**config.mk**
```make
export PLATFORM = sky130hd
export DESIGN_NAME = oled_phy
export DESIGN_NICKNAME = d
export VERILOG_FILES = /design/src/rtl/oled_phy.sv
export SDC_FILE = /design/constraint.sdc
export NUM_CORES = 1
export LEC_CHECK = 0
export BUFFER_PORTS_ARGS = -buffer_cell sky130_fd_sc_hd__buf_2
export CORE_ASPECT_RATIO = 1.4
export CORE_MARGIN = 3
export CORE_UTILIZATION = 27
export CTS_CLUSTER_SIZE = 28
export DETAILED_ROUTE_END_ITERATION = 8
export GPL_ROUTABILITY_DRIVEN = 0
export SETUP_SLACK_MARGIN = 0.3
export SKIP_CTS_REPAIR_TIMING = 1
export SLEW_MARGIN = 15
export SYNTH_ARGS = -nofsm -noshare
export SYNTH_HDL_FRONTEND = slang
export SYNTH_SLANG_ARGS = --single-unit
```
**constraint.sdc**
```tcl
create_clock -name clk -period 2.7 [get_ports clk]
set_input_delay 0.27 -clock clk [delete_from_list [all_inputs] [get_ports clk]]
set_output_delay 0.27 -clock clk [all_outputs]
set_load 0.02 [all_outputs]
```
**src/rtl/oled_phy.sv**
```systemverilog
// oled_phy: physical-layer driver for the PmodOLEDrgb (SSD1331) panel.
//   - Sequences the panel rails on power-up: VDD, then a reset pulse, then VCC.
//     On power-down it drops VCC, lets any frame in progress finish, then drops VDD.
//   - Sends command/data bytes on SPI mode 3. Each byte goes in its own CS frame,
//     MSB first.
// Ports:
//   clk, rst_n            system clock, asynchronous active-low reset
//   power_on              level request: 1 = panel powered, 0 = shut down
//   tx_valid/tx_ready     byte handshake; tx_data/tx_dc are latched on accept
//   tx_data, tx_dc        byte to send and its D/C flag (0 = command, 1 = data)
//   pwr_ready             panel powered and link usable
//   cs, sclk, mosi, dc_c  SPI pins (cs active low, sclk idles high)
//   res, vss_en, pmod_en  panel reset (active low), VCC enable, VDD enable
module oled_phy #(
    parameter int CLK_DIV = 8,
    parameter int T_VDD   = 2000000,
    parameter int T_RES   = 300,
    parameter int T_VCC   = 2500000
) (
    input  logic       clk,
    input  logic       rst_n,
    input  logic       power_on,
    input  logic       tx_valid,
    output logic       tx_ready,
    input  logic [7:0] tx_data,
    input  logic       tx_dc,
    output logic       pwr_ready,
    output logic       cs,
    output logic       sclk,
    output logic       mosi,
    output logic       dc_c,
    output logic       res,
    output logic       vss_en,
    output logic       pmod_en
);
    localparam int MAX_A = (CLK_DIV > T_VDD) ? CLK_DIV : T_VDD;
    localparam int MAX_B = (T_RES > T_VCC) ? T_RES : T_VCC;
    localparam int MAX_P = (MAX_A > MAX_B) ? MAX_A : MAX_B;
    localparam int CW    = $clog2(MAX_P) + 1;

    localparam logic [CW-1:0] DIV_END = CW'(CLK_DIV - 1);
    localparam logic [CW-1:0] VDD_END = CW'(T_VDD - 1);
    localparam logic [CW-1:0] RES_END = CW'(T_RES - 1);
    localparam logic [CW-1:0] VCC_END = CW'(T_VCC - 1);

    typedef enum logic [2:0] {
        P_OFF, P_VDD_WAIT, P_RES_LOW, P_RES_SETTLE, P_VCC_WAIT, P_READY, P_SHUTDOWN
    } pstate_e;

    typedef enum logic [2:0] {
        F_IDLE, F_SETUP, F_LOW, F_HIGH, F_HOLD, F_GAP
    } fstate_e;

    pstate_e       pstate_q;
    fstate_e       fstate_q;
    logic [CW-1:0] pcnt_q;
    logic [CW-1:0] fcnt_q;
    logic [2:0]    bit_q;
    logic [7:0]    shreg_q;
    logic          tx_ready_q, pwr_ready_q, cs_q, sclk_q, mosi_q, dc_q;
    logic          res_q, vss_en_q, pmod_en_q;

    always_ff @(posedge clk or negedge rst_n) begin
        if (!rst_n) begin
            pstate_q    <= P_OFF;
            fstate_q    <= F_IDLE;
            pcnt_q      <= '0;
            fcnt_q      <= '0;
            bit_q       <= '0;
            shreg_q     <= '0;
            tx_ready_q  <= 1'b0;
            pwr_ready_q <= 1'b0;
            cs_q        <= 1'b1;
            sclk_q      <= 1'b1;
            mosi_q      <= 1'b0;
            dc_q        <= 1'b0;
            res_q       <= 1'b1;
            vss_en_q    <= 1'b0;
            pmod_en_q   <= 1'b0;
        end else begin
            // ---------------- byte frame ----------------
            case (fstate_q)
                F_IDLE: begin
                    if (tx_valid && tx_ready_q) begin
                        tx_ready_q <= 1'b0;
                        cs_q       <= 1'b0;
                        dc_q       <= tx_dc;
                        mosi_q     <= tx_data[7];
                        shreg_q    <= tx_data;
                        bit_q      <= '0;
                        fcnt_q     <= '0;
                        fstate_q   <= F_SETUP;
                    end
                end
                F_SETUP: begin
                    if (fcnt_q == DIV_END) begin
                        // First fall: bit 7 is already on mosi.
                        sclk_q   <= 1'b0;
                        fcnt_q   <= '0;
                        fstate_q <= F_LOW;
                    end else begin
                        fcnt_q <= fcnt_q + 1'b1;
                    end
                end
                F_LOW: begin
                    if (fcnt_q == DIV_END) begin
                        sclk_q   <= 1'b1;
                        fcnt_q   <= '0;
                        fstate_q <= F_HIGH;
                    end else begin
                        fcnt_q <= fcnt_q + 1'b1;
                    end
                end
                F_HIGH: begin
                    if (fcnt_q == DIV_END) begin
                        fcnt_q <= '0;
                        if (bit_q == 3'd7) begin
                            fstate_q <= F_HOLD;
                        end else begin
                            // Falls 2..8 present the next bit.
                            sclk_q   <= 1'b0;
                            mosi_q   <= shreg_q[6];
                            shreg_q  <= {shreg_q[6:0], 1'b0};
                            bit_q    <= bit_q + 1'b1;
                            fstate_q <= F_LOW;
                        end
                    end else begin
                        fcnt_q <= fcnt_q + 1'b1;
                    end
                end
                F_HOLD: begin
                    if (fcnt_q == DIV_END) begin
                        cs_q     <= 1'b1;
                        fcnt_q   <= '0;
                        fstate_q <= F_GAP;
                    end else begin
                        fcnt_q <= fcnt_q + 1'b1;
                    end
                end
                F_GAP: begin
                    if (fcnt_q == DIV_END) begin
                        fcnt_q     <= '0;
                        tx_ready_q <= (pstate_q == P_READY) && power_on;
                        fstate_q   <= F_IDLE;
                    end else begin
                        fcnt_q <= fcnt_q + 1'b1;
                    end
                end
                default: fstate_q <= F_IDLE;
            endcase

            // ---------------- power sequencing ----------------
            case (pstate_q)
                P_OFF: begin
                    if (power_on) begin
                        pmod_en_q <= 1'b1;
                        pcnt_q    <= '0;
                        pstate_q  <= P_VDD_WAIT;
                    end
                end
                P_VDD_WAIT: begin
                    if (pcnt_q == VDD_END) begin
                        res_q    <= 1'b0;
                        pcnt_q   <= '0;
                        pstate_q <= P_RES_LOW;
                    end else begin
                        pcnt_q <= pcnt_q + 1'b1;
                    end
                end
                P_RES_LOW: begin
                    if (pcnt_q == RES_END) begin
                        res_q    <= 1'b1;
                        pcnt_q   <= '0;
                        pstate_q <= P_RES_SETTLE;
                    end else begin
                        pcnt_q <= pcnt_q + 1'b1;
                    end
                end
                P_RES_SETTLE: begin
                    if (pcnt_q == RES_END) begin
                        vss_en_q <= 1'b1;
                        pcnt_q   <= '0;
                        pstate_q <= P_VCC_WAIT;
                    end else begin
                        pcnt_q <= pcnt_q + 1'b1;
                    end
                end
                P_VCC_WAIT: begin
                    if (pcnt_q == VCC_END) begin
                        pwr_ready_q <= 1'b1;
                        tx_ready_q  <= 1'b1;
                        pcnt_q      <= '0;
                        pstate_q    <= P_READY;
                    end else begin
                        pcnt_q <= pcnt_q + 1'b1;
                    end
                end
                P_READY: ;
                P_SHUTDOWN: begin
                    // Wait for the frame engine (including its CS-high gap) to go idle.
                    if (fstate_q == F_IDLE) begin
                        pmod_en_q <= 1'b0;
                        res_q     <= 1'b1;
                        pstate_q  <= P_OFF;
                    end
                end
                default: pstate_q <= P_OFF;
            endcase

            // Shutdown request overrides any pending step of the power sequence
            // and any tx_ready re-assertion scheduled above.
            if (!power_on && pstate_q != P_OFF && pstate_q != P_SHUTDOWN) begin
                vss_en_q    <= 1'b0;
                pwr_ready_q <= 1'b0;
                tx_ready_q  <= 1'b0;
                pcnt_q      <= '0;
                pstate_q    <= P_SHUTDOWN;
            end
        end
    end

    assign tx_ready  = tx_ready_q;
    assign pwr_ready = pwr_ready_q;
    assign cs        = cs_q;
    assign sclk      = sclk_q;
    assign mosi      = mosi_q;
    assign dc_c      = dc_q;
    assign res       = res_q;
    assign vss_en    = vss_en_q;
    assign pmod_en   = pmod_en_q;

endmodule

```
**Word level (Yosys, flattened, before mapping)**

Index checks and enable logic that the tools add are counted.

- $add $sub $neg: 3
- Multipliers: 0
- Divide/modulo/power cells: 0
- Order comparisons: 0
- Equal/unequal tests: 35
- Shift-type cells: 0
- Multiplexer cells: 62
- Bitwise gates (word level): 0
- Reductions and logical operators: 33

Operators by type and width:

| cell | count |
|---|---|
| two-way mux 23 bit | 7 |
| case mux 23 bit (4 select lines) | 1 |
| two-way mux 3 bit | 17 |
| adder 23 x 1 -> 23 bit, second input constant | 2 |
| case mux 23 bit (2 select lines) | 1 |
| equality test 23 x 21 -> 1 bit, second input constant | 1 |
| equality test 23 x 22 -> 1 bit, second input constant | 1 |
| equality test 23 x 3 -> 1 bit, second input constant | 1 |
| equality test 23 x 9 -> 1 bit, second input constant | 1 |
| two-way mux 1 bit | 23 |
| inequality test 2 bit, second input constant | 11 |
| two-way mux 7 bit | 3 |
| inequality test 3 bit, second input constant | 7 |
| case mux 3 bit (7 select lines) | 1 |
| equality test 3 bit, second input constant | 6 |
| case mux 3 bit (6 select lines) | 1 |
| nonzero test 2 bit | 8 |
| case mux 7 bit (2 select lines) | 1 |
| equality test 3 x 2 -> 1 bit, second input constant | 4 |
| AND reduction 2 bit | 5 |
| nonzero test 3 bit | 3 |
| case mux 1 bit (2 select lines) | 4 |
| AND reduction 4 bit | 2 |
| AND reduction 7 bit | 1 |
| other kinds (14) | 21 |

- Register bits after elaboration: 71
- Bits in latches: 0
- Memory bits (writable): 0
- Bits in read-only memories: 0
- Input bits: 13
- Output and inout port bits: 9
- Logic and storage cells: 148
- Memories kept: 0

**Longest topological paths before layout**

Gate-level depths: netlist (run 1).

- Depth in word-level cells: 7
- Depth in mapped cells: 8
- Depth with buffers taken out: 7

**Worst setup path before layout (run 1)**

No wires, ideal clock.

- Path kind: register -> register
- Start point: register pcnt_q[14]
- End point: register pcnt_q[21]
- Setup time: 119 ps
- Arrival: 1863 ps
- Required time: 2581 ps
- Slack: 718 ps
- Cell stages (with the launch flop): 8
- Buffers on the path: 1
- Clock period less this slack: 1982 ps
- Path through: dfrtp_1 or4b_4 nor4_4 a41o_2 a31oi_4 nor2_4 buf_6 nor2_1

- Word-level cells in the longest chain between the ends: 4
- Elaborated cells on any way between the ends: 9
- Classes of those cells: 1 x add/sub; 3 x eq/ne; 5 x mux

RTL lines:

| item | line | source |
|---|---|---|
| from (decl) | 56 | `logic [CW-1:0] pcnt_q;` |
| from (signal assigned) | 167 | `pcnt_q <= pcnt_q + 1'b1;` |
| from (signal assigned) | 176 | `pcnt_q <= pcnt_q + 1'b1;` |
| from (signal assigned) | 185 | `pcnt_q <= pcnt_q + 1'b1;` |
| adder 23 x 1 -> 23 bit (tied with other cells) | -- |  |
| two-way mux 23 bit, on equally long branches | -- |  |
| case mux 23 bit (4 select lines) (*) | 153 | `case (pstate_q)` |
| two-way mux 23 bit (*) | 212 | `if (!power_on && pstate_q != P_OFF && pstate_q != P_SHUTDOWN) begin` |

Mark *: on every way between the ends. The rest lies on a longest branch, timed or not.
A chain may end at the register's enable or synchronous reset.

**Worst setup path after layout (run 1)**

- Start point: register pstate_q[0]
- End point: register pcnt_q[21]

- Word-level cells in the longest chain between the ends: 5
- Elaborated cells on any way between the ends: 15
- Classes of those cells: 6 x eq/ne; 2 x mux; 7 x reduce/logical

RTL lines:

| item | line | source |
|---|---|---|
| from (decl) | 54 | `pstate_e pstate_q;` |
| from (signal assigned) | 65 | `pstate_q <= P_OFF;` |
| from (signal assigned) | 158 | `pstate_q <= P_VDD_WAIT;` |
| from (signal assigned) | 165 | `pstate_q <= P_RES_LOW;` |
| branches (longest 5 deep; another with case mux 23 bit (4 select lines)) | -- |  |
| to (signal assigned) | 176 |  |
| to (signal assigned) | 185 |  |
| to (signal assigned) | 195 | `pcnt_q <= pcnt_q + 1'b1;` |

Parallel ways; which one is timed is not known.

==> run metrics, run 1 <==
Mapped Nets=about 430; crit share post-route=82.9%; CP max FO=12; Longest Clk Path Bufs=2; total track usage=11.5%; clk sinks=71; P per Cell Area=640 mW/mm^2; flops & latches, synth=71; Post-synth ARST share=100%; Relative slew margins=54.3%; crit path capture type=register; Final Max Slew Viols=0; critical path required time=2.91 ns; fmax=between 400 and 500 MHz; finished layout cell area=0.00446 sq mm; clock latency on the worst-skew pair=roughly 0.33 ns; maximum number of pins on one net before global-route repair=51; layout cell share with drive strength beyond 1=16.7%; Root Driver=clkbuf_16; Least-Margin Pin Slew=0.683 ns; area added between synthesis and finish=15.7%; Hold Startpoint=tx_dc; Final min period=2.24 ns; grt total ovfl=0; antenna cells=0; I/O pins=22; status=completed; final hold vios=0; Worst EP arrival=2.45 ns; Wirelength per Cell=13.4 um; cts bufs inserted=9; Clock Skews=0.00633 ns; final WL=8440 um; Pwr Total=between 2000 and 3000 uW; HP Class=in -> reg; maximum VDD drop=~0.00037 V; Die X=between 100 and 150 um; Setup WS post-layout=approximately 0.46 ns; drt drc=0; Max Cap Viol=0; worst hold slack=0.175 ns; number of global-route vias before repair=~3,200; Setup crit start kind=register; synthesized instance count=about 410; part of the Yosys area used for sequential elements=46.2%; first-pass GRT wire length=approximately 15,000 um; setup slack, reg-to-reg=0.46 ns; Setup Crit Path Kind=reg -> reg; Primary FF master, synth=dfrtp_1; clk slew on worst S/H paths=0.06 ns; Post-DRT Antenna Nets=0; 1st-iter DRT viols=151; Die ar.=about 0.016 sq mm; Core Area=0.0140 sq mm; # nets final=455; RSZ-0062 raised after global routing=no; worst slack at placement=0.302 ns; vias=3,093; Synth Cell Area=0.00386 sq mm; Initial Util=27.6%; initial antenna violation count=0; H-tree depth reported by CTS=3; Pre-antenna DRT Iters=4; CP Launch Point=pstate_q[0]; row cnt=51; leakage power total=0.00191 uW; die span in y=between 100 and 150 um; Setup TNS=0 ns; Synth cell types=62; DP HPWL=6120 um; Avg Inst Size Synth=9.38 sq um; CTS tree=yes; EDFF count, synth=0; area post-placement=0.00416 sq mm; Vias/cell=4.93; final setup violation count=0; PortBufs=21; r2r startpoint=pstate_q[0]; synth warn=0
-- stage by stage --
stage	utilization (%)	cells
finish	31.9	628
global route	31.9	628
CTS	31.8	627
detailed placement	29.7	611
global placement	29.7	611
floorplan	-	411
-- cell type report --
type | instances | area, sq um
Multi-Input combinational cell | 318 | 1960
Clock buffer | 10 | 239
Fill cell | 1416 | 9510
Clock inverter | 6 | 45.0
Inverter | 11 | 41.3
Timing Repair Buffer | 27 | 165
Sequential cell | 71 | 1780
Tap cell | 185 | 231
-- Yosys cell counts (all sizes together), types with 4 or more instances --
library cell  count  area (sq um)
mux2i             8          80.1
nand2            55           209
inv              11          41.3
a22o              5          46.3
nor4             14           121
xnor2            13           114
nand3            20           100
a31oi             5          46.3
and3             11          70.1
and4              5          46.3
nand4             9          56.3
a21oi             9          45.0
buf              10          83.8
nor3             10          55.1
o21ai            33           165
xor2             18           158
nor2             51           201
ha                4          50.1
dfrtp            68          1700
o22ai             4          25.0
-- path summary, 6_finish.rpt --
kind	endpoint	cells after the start
setup / recovery	pcnt_q[21]	6
hold / removal	dc_c	2
setup reg to reg	pcnt_q[21]	6
hold reg to reg	sclk	2
max in group asynchronous	cs	3
min in group asynchronous	pcnt_q[21]	2
-- per-layer routing --
metal | part of all wire [%] | GRT usage, % | vias to the layer above
met5 | 0 | 0 | -
met4 | 3.5 | 6.72 | 0
li1 | - | - | 1514
met2 | 51 | 19.6 | 55
met1 | 43 | 13.3 | 1502
met3 | 2.9 | 2.40 | 22
-- kinds of logic (layout without fill, tap and decap cells) --
kind of cell / Yosys count / in the layout / share of synthesized area [%]
simple gates: 198 / 198 / 26.6
compound gates: 74 / 74 / 12.6
xor+xnor: 31 / 31 / 7.04
buf+inv: 22 / 54 / 3.34
mux: 11 / 11 / 2.95
flops: 71 / 71 / 46.2
fa+ha+maj: 4 / 4 / 1.30
-- cell usage in the layout, fill, tap and decap left out, types with 4 or more instances in the layout --
master / count
nand2_1: 54
inv_1: 11
mux2i_1: 8
xor2_1: 18
xnor2_1: 13
nor4_1: 9
nor2_1: 49
buf_2: 21
dfrtp_1: 68
ha_1: 4
a21oi_1: 9
nor3_1: 9
clkbuf_16: 9
nand4_1: 9
buf_4: 4
nor4_2: 4
nand3_1: 20
o22ai_1: 4
o21ai_0: 32
and3_1: 10
-- critical path: stages (launching register included) --
cell	delay (ns)
dfrtp_1	0.57
mux2_2	0.40
a22oi_2	0.33
nand4_1	0.33
and2b_1	0.30
xnor2_1	0.12
nor2_1	0.05
-- report_power, final --
group          internal [uW]  total [uW]  switching (uW)  leakage (uW)
Combinational            206         565             358      0.000842
Sequential              1110        1190            82.9      0.000938
Clock                    649        1100             454      0.000131
Total                   1960        2860             895       0.00191
-- sequential cells by signal, summed over array words and instances (netlist names) --
name	count
pmod_en	1
bit_q	3
vss_en	1
pwr_ready	1
fstate_q	3
shreg_q	7
cs	1
tx_ready	1
sclk	1
res	1
dc_c	1
mosi	1
fcnt_q	23
pstate_q	3
pcnt_q	23
Power figures use the tool's default switching activity.
==> inputs of run 2 (changes only) <==
--- a/config.mk
+++ b/config.mk
@@ -5,6 +5,7 @@
 export SDC_FILE = /design/constraint.sdc
 export NUM_CORES = 1
 export LEC_CHECK = 0
+export ABC_AREA = 1
 export BUFFER_PORTS_ARGS = -buffer_cell sky130_fd_sc_hd__buf_2
 export CORE_ASPECT_RATIO = 1.4
 export CORE_MARGIN = 3
==> constraint.sdc (replaced) <==
create_clock -name clk -period 2.17 [get_ports clk]
set_input_delay 0.217 -clock clk [delete_from_list [all_inputs] [get_ports clk]]
set_output_delay 0.217 -clock clk [all_outputs]
set_load 0.02 [all_outputs]
==> run 2 against run 1 <==
  * Global-route usage grew 1.7 points
  * Synthesized cell count is 51% higher
  * First-iteration DRC count grew 110%
  * Largest power group is now combinational logic
  * Area after synthesis grew 15%
  * Clock power rose by 35%
  * Power rose by 120%
  * Register-to-register slack worse by 0.12 ns
  * Non-clock buffer count up 12
  * Critical endpoint is now pcnt_q[11]
==> run metrics, run 2 <==
Initial Util=27.9%; Die ar.=0.0180 sq mm; Worst EP arrival=~2.1 ns; share of Yosys cell area claimed by the top area cell type=38.5%; most common cell after layout, fill and taps aside=nand2_1; area added between synthesis and finish=20.9%; Pre-antenna DRT Iters=5; Relative slew margins=a little under two thirds; leakage power total=0.00237 uW; status=completed; final WL=11,600 um; HP Class=in -> reg; DP HPWL=8430 um; fmax=548 MHz; final setup violation count=0; Avg Inst Size Synth=7.10 sq um; Core Area=0.0158 sq mm; Regs by FF count=fcnt_q: 23 flops, pcnt_q: 23 flops, shreg_q: 7 flops; top post-synthesis cells by area=dfrtp_1 39%, nand2_1 12%, nor2_1 8.1%, inv_1 6.9%, nand3_1 6.3%; P per Cell Area=approximately 1200 mW/mm^2; drt drc=0; Synth Cell Area=0.00442 sq mm; total track usage=between 10% and 20%; critical path required time=2.39 ns; Final Max Slew Viols=0; Post-synth ARST share=100%; first-pass GRT wire length=roughly 19,000 um; antenna cells=0; clock latency on the worst-skew pair=around 0.33 ns; Setup TNS=0 ns; Post-DRT Antenna Nets=0; Primary FF master, synth=dfrtp_1; layout cell share with drive strength beyond 1=19.1%; Longest Clk Path Bufs=2; clk slew on worst S/H paths=0.06 ns; Least-Margin Pin Slew=0.540 ns; synth cell count leaders=141 x nand2_1, 95 x nor2_1, 81 x inv_1, 68 x dfrtp_1, 56 x nand3_1; Die X=between 100 and 150 um; Layout fillers=1,718; 1st-iter DRT viols=310; number of global-route vias before repair=3,970; grt total ovfl=0; synthesized instance count=622; crit path capture type=register; Synth cell types=38; EDFF count, synth=0; crit share post-route=between 80% and 90%; # nets final=682; die span in y=about 160 um; Max Cap Viol=0; Wirelength per Cell=13.4 um; final hold vios=0; H-tree depth reported by CTS=3; initial antenna violation count=0; Mapped Nets=639; Root Driver=clkbuf_16; row cnt=54; Placed Cells=around 840; Vias/cell=4.75; Final min period=around 1.8 ns; PortBufs=21; Setup crit start kind=register; Synth area leader=dfrtp_1; top-count cell post-synth=nand2_1; maximum VDD drop=0.000633 V; cts bufs inserted=9; final cell count without fillers=slightly below 900; CP max FO=5; flops & latches, synth=71; maximum number of pins on one net before global-route repair=39; RSZ-0062 raised after global routing=no; synth warn=0; clk sinks=71; vias=just over 4,000; Clock Skews=0.00855 ns; CTS tree=yes; most frequent cells in the layout=136 x nand2_1, 85 x nor2_1, 81 x inv_1; worst hold slack=0.0876 ns; part of the Yosys area used for sequential elements=40.3%; Setup Crit Path Kind=reg -> reg; I/O pins=22
-- run 2: power breakdown --
| part | switching [uW] | leakage [uW] | internal (uW) | total, uW |
|---|---|---|---|---|
| logic | 1800 | 0.00130 | 953 | 2750 |
| clock network | 542 | 0.000151 | 939 | 1480 |
| registers | 304 | 0.000919 | 1700 | 2000 |
| total | 2640 | 0.00237 | 3590 | 6230 |
-- run 2: logic make-up after synthesis --
kind of cell / Yosys count / synth area share (%)
buffers and inverters: 98 / 8.98
adders and majority gates: 4 / 1.13
and+or+nand+nor: 356 / 36.4
muxes: 1 / 0.255
DFF: 71 / 40.3
AOI/OAI and AO/OA: 74 / 9.35
xor gates and xnor gates: 18 / 3.57
-- run 2: critical path: stages (launching register included) --
cell	delay, ns
dfrtp_1	0.40
ha_4	0.17
nand2_2	0.06
inv_4	0.09
nand2_4	0.08
nor2_4	0.08
nand3_2	0.11
nand2_2	0.10
nand3_4	0.10
a21oi_4	0.28
clkbuf_16	0.21
nor2_2	0.03
-- run 2: area by class of cell --
cell class	count	area [sq um]	area share, %
Timing Repair Buffer	39	292	5.46
Tap cell	196	245	4.59
Sequential cell	71	1790	33.5
Multi-Input combinational cell	453	2360	44.3
Clock buffer	11	253	4.73
Inverter	91	352	6.58
Clock inverter	4	45.0	0.843
-- run 2: final timing paths --
path                                    end  slack, ns  cells after the start  startpoint
worst max-delay path             pcnt_q[11]       0.34                     11   pcnt_q[1]
min in group asynchronous       pstate_q[1]       0.42                      2       rst_n
worst min-delay path                   dc_c       0.09                      3       tx_dc
worst max register to register   pcnt_q[11]       0.34                     11   pcnt_q[1]
worst min register to register         dc_c       0.48                      2        dc_c
max in group asynchronous              sclk       1.11                      3       rst_n
-- run 2: stage by stage --
stage / power (uW) / instance area, sq um / worst slack [ns] / utilization (%)
finish: 6230 / 5340 / 0.344 / 33.8
global route: 6700 / 5340 / 0.253 / 33.8
CTS: 5850 / 5080 / 0.158 / 32.1
detailed placement: 4340 / 4780 / 0.202 / 30.3
global placement: 4330 / 4780 / 0.174 / 30.3
floorplan: 3750 / 4420 / 0.505 / -
-- run 2: per-layer routing --
metal / global-route usage [%] / part of all wire [%] / vias up
met5: 0 / 0 / -
met4: 4.53 / 1.6 / 0
met3: 2.46 / 2.8 / 13
met2: 23.7 / 52 / 63
met1: 15.8 / 43 / 1950
li1: - / - / 2081
